[config.mk]
export PLATFORM = sky130hd
export DESIGN_NAME = audio_dac_sched
export DESIGN_NICKNAME = d
export VERILOG_FILES = /design/src/rtl/audio_sched_pkg.sv /design/src/rtl/audio_rate_tick.sv /design/src/rtl/audio_dac_sched.sv
export SDC_FILE = /design/constraint.sdc
export NUM_CORES = 1
export LEC_CHECK = 0
export BUFFER_PORTS_ARGS = -buffer_cell sky130_fd_sc_hd__buf_4
export CORE_ASPECT_RATIO = 1.1
export CORE_UTILIZATION = 46
export DETAILED_ROUTE_END_ITERATION = 8
export MAX_ROUTING_LAYER = met4
export PLACE_DENSITY = 0.8
export SYNTH_ARGS = -nofsm -noshare
export SYNTH_HDL_FRONTEND = slang
export SYNTH_SLANG_ARGS = --single-unit
[constraint.sdc]
create_clock -name HCLK -period 1.9 [get_ports HCLK]
set_clock_uncertainty 0.05 [all_clocks]
set_input_delay 0.285 -clock HCLK [delete_from_list [all_inputs] [get_ports HCLK]]
set_output_delay 0.285 -clock HCLK [all_outputs]
set_load 0.05 [all_outputs]
[src/rtl/audio_sched_pkg.sv]
// Shared types and constants for the audio DAC scheduler: FSM states, divider defaults, stats width.
// Pure declarations; no timing or flow control of its own.
package audio_sched_pkg;

    localparam int DEFAULT_DIV = 1360;
    localparam int MIN_DIV     = 8;
    localparam int CNT_W       = 16;

    typedef enum logic [2:0] {
        IDLE,
        READ,
        LAT1,
        LAT2,
        START,
        HOLD
    } state_t;

    function automatic logic [CNT_W-1:0] sat_inc(input logic [CNT_W-1:0] v);
        return (&v) ? v : v + 1'b1;
    endfunction

endpackage

[src/rtl/audio_rate_tick.sv]
// Sample-period divider: one-cycle tick every max(div_cfg, MIN_DIV)+1 cycles while enabled.
// Tick is combinational off the count register; no backpressure, period ignores downstream activity.
module audio_rate_tick #(
    parameter int DIV_W       = 16,
    parameter int DEFAULT_DIV = audio_sched_pkg::DEFAULT_DIV,
    parameter int MIN_DIV     = audio_sched_pkg::MIN_DIV
) (
    input  logic             clk,
    input  logic             rst,
    input  logic             enable,
    input  logic [DIV_W-1:0] div_cfg,
    output logic             tick
);

    logic [DIV_W-1:0] cnt;
    logic [DIV_W-1:0] reload;

    // div_cfg is only looked at here, so a change lands on the next reload
    always_comb begin
        reload = (div_cfg < DIV_W'(MIN_DIV)) ? DIV_W'(MIN_DIV) : div_cfg;
    end

    assign tick = enable && (cnt == '0);

    always_ff @(posedge clk or posedge rst) begin
        if (rst) begin
            cnt <= DIV_W'(DEFAULT_DIV);
        end else if (!enable || cnt == '0) begin
            cnt <= reload;
        end else begin
            cnt <= cnt - 1'b1;
        end
    end

endmodule

[src/rtl/audio_dac_sched.sv]
// Paces and arbitrates two sample FIFOs onto the DAC: tick T -> re T+1 -> dac_data/dac_start from T+4.
// Waits in START/HOLD on dac_ready; ticks arriving mid-transaction are dropped (tick_miss). Stats: AUDIO_SCHED_STATS_EN.
module audio_dac_sched #(
    parameter int DIV_W       = 16,
    parameter int DEFAULT_DIV = audio_sched_pkg::DEFAULT_DIV,
    parameter int MIN_DIV     = audio_sched_pkg::MIN_DIV
) (
    input  logic             HCLK,
    input  logic             HRESET,
    input  logic             enable,
    input  logic [DIV_W-1:0] div_cfg,
    input  logic [1:0]       ch_en,
    input  logic             rr_mode,
    input  logic             empty0,
    input  logic             empty1,
    output logic             re0,
    output logic             re1,
    input  logic [31:0]      data0,
    input  logic [31:0]      data1,
    input  logic             dac_ready,
    output logic             dac_start,
    output logic [31:0]      dac_data,
    output logic [1:0]       grant,
    output logic             tick,
    output logic             underrun,
    output logic             tick_miss,
    output logic [15:0]      underrun_cnt,
    output logic [15:0]      miss_cnt
);

    import audio_sched_pkg::*;

    state_t state;
    logic   sel;
    logic   last;
    logic   cand0;
    logic   cand1;
    logic   pick1;

    audio_rate_tick #(
        .DIV_W       (DIV_W),
        .DEFAULT_DIV (DEFAULT_DIV),
        .MIN_DIV     (MIN_DIV)
    ) u_rate (
        .clk     (HCLK),
        .rst     (HRESET),
        .enable  (enable),
        .div_cfg (div_cfg),
        .tick    (tick)
    );

    // last = 1 means ch1 was served most recently
    always_comb begin
        cand0 = ch_en[0] & ~empty0;
        cand1 = ch_en[1] & ~empty1;
        if (cand0 && cand1) begin
            pick1 = rr_mode ? ~last : 1'b0;
        end else begin
            pick1 = cand1;
        end
    end

    always_ff @(posedge HCLK or posedge HRESET) begin
        if (HRESET) begin
            state     <= IDLE;
            sel       <= 1'b0;
            last      <= 1'b1;
            grant     <= 2'b00;
            re0       <= 1'b0;
            re1       <= 1'b0;
            dac_start <= 1'b0;
            dac_data  <= '0;
            underrun  <= 1'b0;
            tick_miss <= 1'b0;
        end else begin
            re0       <= 1'b0;
            re1       <= 1'b0;
            underrun  <= 1'b0;
            tick_miss <= tick && (state != IDLE);
            case (state)
                IDLE: begin
                    if (tick) begin
                        if (cand0 || cand1) begin
                            sel   <= pick1;
                            last  <= pick1;
                            grant <= pick1 ? 2'b10 : 2'b01;
                            re0   <= ~pick1;
                            re1   <= pick1;
                            state <= READ;
                        end else begin
                            underrun <= 1'b1;
                            grant    <= 2'b00;
                        end
                    end
                end
                READ: state <= LAT1;
                LAT1: state <= LAT2;
                LAT2: begin
                    dac_data <= sel ? data1 : data0;
                    // an already-idle writer gets the start together with the data
                    if (dac_ready) begin
                        dac_start <= 1'b1;
                        state     <= HOLD;
                    end else begin
                        state     <= START;
                    end
                end
                START: begin
                    if (dac_ready) begin
                        dac_start <= 1'b1;
                        state     <= HOLD;
                    end
                end
                HOLD: begin
                    if (!dac_ready) begin
                        dac_start <= 1'b0;
                        state     <= IDLE;
                    end
                end
                default: state <= IDLE;
            endcase
        end
    end

`ifdef AUDIO_SCHED_STATS_EN
    logic [CNT_W-1:0] und_q;
    logic [CNT_W-1:0] miss_q;

    always_ff @(posedge HCLK or posedge HRESET) begin
        if (HRESET) begin
            und_q  <= '0;
            miss_q <= '0;
        end else begin
            if (underrun) begin
                und_q <= sat_inc(und_q);
            end
            if (tick_miss) begin
                miss_q <= sat_inc(miss_q);
            end
        end
    end

    assign underrun_cnt = und_q;
    assign miss_cnt     = miss_q;
`else
    assign underrun_cnt = '0;
    assign miss_cnt     = '0;
`endif

endmodule

# Yosys cells after proc, flatten, opt, wreduce, memory -nomap -nowiden
# Index checks and enable logic that the tools add are counted.
# word_totals
out_inout_bits,72
reg_bits,60
input_bits,89
# classes
eq_ne,10
add_sub_neg,1
n_reduce_logical,15
n_lt_le_gt_ge,1
n_bitwise,6
muxes,25
# ops
op,n
16-bit 2-to-1 mux,2
32-bit 2-to-1 mux,1
3-bit one-hot mux with 6 select lines,1
16-bit logical NOT,1
16-bit by 4-bit < comparator with 1-bit output (second input constant),1
16-bit by 1-bit subtractor with 16-bit output (second input constant),1
1-bit 2-to-1 mux,14
3-bit 2-to-1 mux,4
2-bit != test (second input constant),4
3-bit by 2-bit == test with 1-bit output (second input constant),2
3-bit == test (second input constant),2
3-bit AND reduction,2
2-bit 2-to-1 mux,2
1-bit NOT,4
4-bit AND reduction,1
3-bit by 1-bit == test with 1-bit output (second input constant),1
1-bit logical AND,3
3-bit logical NOT,1
3-bit nonzero test,1
1-bit AND,2
1-bit logical OR,2
2-bit by 1-bit != test with 1-bit output (second input constant),1
1-bit one-hot mux with 2 select lines,1
2-bit AND reduction,1
3 further kinds,3

# Logic depth before layout (Yosys ltp)
# depth
word_depth,8
depth_mapped,7
depth_no_buf,6

# Cells and area by module
# Synthesis repeated with hierarchy kept, for this count alone.
# hier_totals
hier_cells,322
hier_area_um2,3188.1
# by_module_without_submodules
module,seq_area_each_um2,instances,cells_each,area_each_um2
audio_dac_sched,1102.3,1,224,2245.9
audio_rate_tick,405.4,1,98,942.2

# Worst setup path after synthesis
# OpenSTA, ideal clock, no wires.
# synth_path
path_type,register -> output
startpoint,register u_rate.cnt[0]
endpoint,output port tick
t_required_ns,1.565
stages_incl_launch_ff,7
path_buffers,0
setup_slack_ns,-0.006
arrival_time_ns,1.571
path_cell_list,dfrtp_1 > inv_1 > ha_1 > nor4b_2 > and4_1 > nand2_2 > inv_1
# synth_via
elab_chain_len,2
# synth_lines
element,line_no,source
from (decl),audio_rate_tick.sv:15,logic [DIV_W-1:0] cnt;
from (signal assigned),audio_rate_tick.sv:27,cnt <= DIV_W'(DEFAULT_DIV);
from (signal assigned),audio_rate_tick.sv:29,cnt <= reload;
from (signal assigned),audio_rate_tick.sv:31,cnt <= cnt - 1'b1;
16-bit logical NOT,audio_rate_tick.sv:23,assign tick = enable && (cnt == '0);
1-bit logical AND,audio_rate_tick.sv:23,
to (decl),audio_dac_sched.sv:24,"output logic tick,"
# No other way between the ends.

# Worst setup path in the final report
# layout_path
startpoint,register u_rate.cnt[1]
endpoint,output port tick
# The elaborated chain is that of the path after synthesis.

==> flow_metrics.tcl <==
set metrics [dict create \
    start_util 0.485 \
    synthMuxAreaShare 0.103 \
    slew_violations 0 \
    synth_enable_flop_cells 0 \
    final_hold_viol_count 0 \
    fillers 539 \
    finalSetupViolations 1 \
    max-slew-margin-rel 0.621 \
    start_kind "flop" \
    yosysMostFrequentCell "dfrtp_1" \
    max-vdd-ir-drop_v 0.00117 \
    fin_ws_ns -0.136 \
    p_leak_uw 0.00220 \
    path_max_fanout 2 \
    ys_seq_elements 60 \
    synthSimpleGateAreaFrac 0.161 \
    drc_errors 0 \
    gp_congestion 0.804 \
    ctsRootBufferMaster "clkbuf_8" \
    final_util 0.690 \
    totalPowerFinal_uw 6210 \
    clock_latency_ns 0.33 \
    grt_pass1_vias 2913 \
    portBuffers 128 \
    synth-main-ff-cell "dfrtp_1" \
    status "finished, violations left" \
    routedWlPerCell_um 14.3 \
    synthAdderAreaFrac 0.00774 \
    finalCriticalPeriod_ns 2.04 \
    critPathKind "reg2out" \
    yosys.cell_types.count 39 \
    synth_top_family_by_area "simple AND/OR/NAND/NOR gates" \
    clockBufferDepth 2 \
    io-pin-count 161 \
    grt.overflow.total 0 \
    path_clk_slew_ns 0.07 \
    arrival_ns 1.70 \
    via_count 2882 \
    design_area_sq_um 4600 \
    synthTopCellsByCount "dfrtp_1, nand2_1, o21ai_0" \
    preCtsSetupSlack_ns 0.0881 \
    startpoint "u_rate.cnt[1]" \
    async_reset_ff_frac 1.00 \
    coreArea_sq_um 6670 \
    ant_nets 0 \
    die_h_um 89.9 \
    max_freq_ghz 0.491 \
    cts_max_level 3 \
    num_antenna_cells 0 \
    required_ns 1.56 \
    hpwl_mm 5.85 \
    wl_mm 8.08 \
    dieArea_sq_um 7370 \
    rsz0062_at_grt "true" \
    grt_max_degree 66 \
    area_delta_synth_final_pct 42.3 \
    r2r_start "u_rate.cnt[1]" \
    ys_warn_count 0 \
    multi_input_area_sq_um 1510 \
    drive_above_1_share 0.390 \
    netlist.area_leader.share 0.426 \
    first_pass_iters 4 \
    seq_area_sq_um 1510 \
    min_from "div_cfg[1]" \
    die_x_um 82.0 \
    ys_top_cells_by_area "dfrtp_1, mux2i_1, buf_4" \
    synth_top_area_cell "dfrtp_1" \
    cap_violations 0 \
    netlist_area_sq_um 3230 \
    cp-end-kind "output port" \
    synth_compound_area_frac 0.109 \
    vias_per_cell 5.08 \
    violations "setup timing" \
    cts.sinks 60 \
    cts_tree "yes" \
    cts-buffers-inserted 9 \
    ys_seq_area_frac 0.466 \
    syn_area_per_cell_sq_um 9.68 \
    stdcell_count 567 \
    postPlaceCellArea_sq_um 4250 \
    max_slew.worst_pin.slew_ns 0.564 \
    num_rows 31 \
    finalCritPeriodShare 1.07 \
    synthXorXnorAreaFrac 0.0379 \
    grt_pass1_wl_mm 12.8 \
    fin_nets 571 \
    hold_class "in2reg" \
    antenna_found_initial 0 \
    power.density_nw_per_um2 1350 \
    placed_cells 539 \
    first_iter_violations 165 \
    syn_inst 334 \
    grt_usage 0.234 \
]
-- report_power, final --
group          switching, uW  internal, uW  leakage [uW]  total, uW
Sequential               254          1700      0.000730       1950
Combinational           2080           932       0.00136       3010
Clock                    494           747      0.000112       1240
-- kinds of logic (layout without fill, tap and decap cells) --
kind of cell | after synthesis | in the layout
xor gates and xnor gates | 14 | 14
adders and majority gates | 2 | 2
other | 1 | 32
buffers and inverters | 61 | 181
muxes | 33 | 33
DFF | 60 | 60
AOI/OAI and AO/OA | 64 | 64
and+or+nand+nor | 99 | 99
-- critical path, stage by stage (launching register included) --
cell,delay (ns)
dfrtp_1,0.39
inv_2,0.09
ha_4,0.13
nor4b_4,0.19
and4_1,0.26
nand2_2,0.09
clkinvlp_4,0.08
buf_8,0.14
-- routing by layer --
layer	routed length, um	vias up	global-route usage
li1	-	1378	-
met1	3040	1370	0.257
met2	4120	121	0.392
met3	761	13	0.0589
met4	160	0	0.0994
met5	0	-	-
-- final cells by class --
| class | count | share of cell area |
|---|---|---|
| tap | 82 | 0.0223 |
| clock buffer | 13 | 0.0389 |
| clock inverter | 3 | 0.00924 |
| timing repair buffer | 154 | 0.264 |
| multi-input combinational | 244 | 0.328 |
| inverter | 11 | 0.00979 |
| sequential | 60 | 0.328 |
-- flip-flops by register name, indices dropped and copies added, names as in the netlist --
name	flops
dac_data	32
state	3
sel	1
underrun	1
tick_miss	1
grant	2
re1	1
u_rate.cnt	16
dac_start	1
last	1
re0	1
-- final timing paths --
kind | end | slack (ns) | depth (start not counted)
hold reg to reg | last | 0.42 | 2
hold / removal | u_rate.cnt[1] | 0.12 | 3
min in group asynchronous | u_rate.cnt[1] | 0.52 | 4
setup / recovery | tick | -0.14 | 7
max in group asynchronous | last | 0.97 | 4
setup reg to reg | re0 | 0.02 | 9
-- per-stage QoR --
step	TNS, ns	hold slack (ns)
after global placement	0	0.325
after floorplan	0	0.332
after CTS	-0.111	0.115
after detailed placement	0	0.333
after global routing	-0.536	0.135
final	-0.136	0.120
-- repair_timing --
item | CTS | global route
buffers inserted | 7 | 4
hold buffers | 1 | 0
pin swaps | 2 | 2
resized for setup | 5 | 4
endpoints found under the setup margin | 1 | 5
hold endpoints to repair | 55 | 0
gates cloned | 0 | 0
-- placed cells by master (no fill, tap or decap), types with 5 or more instances in the layout --
cell,instances
nand3_1,7
xor2_1,9
nor2_1,8
inv_1,7
clkbuf_8,13
dfrtp_1,54
mux2i_1,32
dfstp_2,5
nand4_1,5
nand2_1,49
conb_1,32
o21ai_0,48
nor3_1,6
buf_4,148
xnor2_1,5
Power figures use the tool's default switching activity.
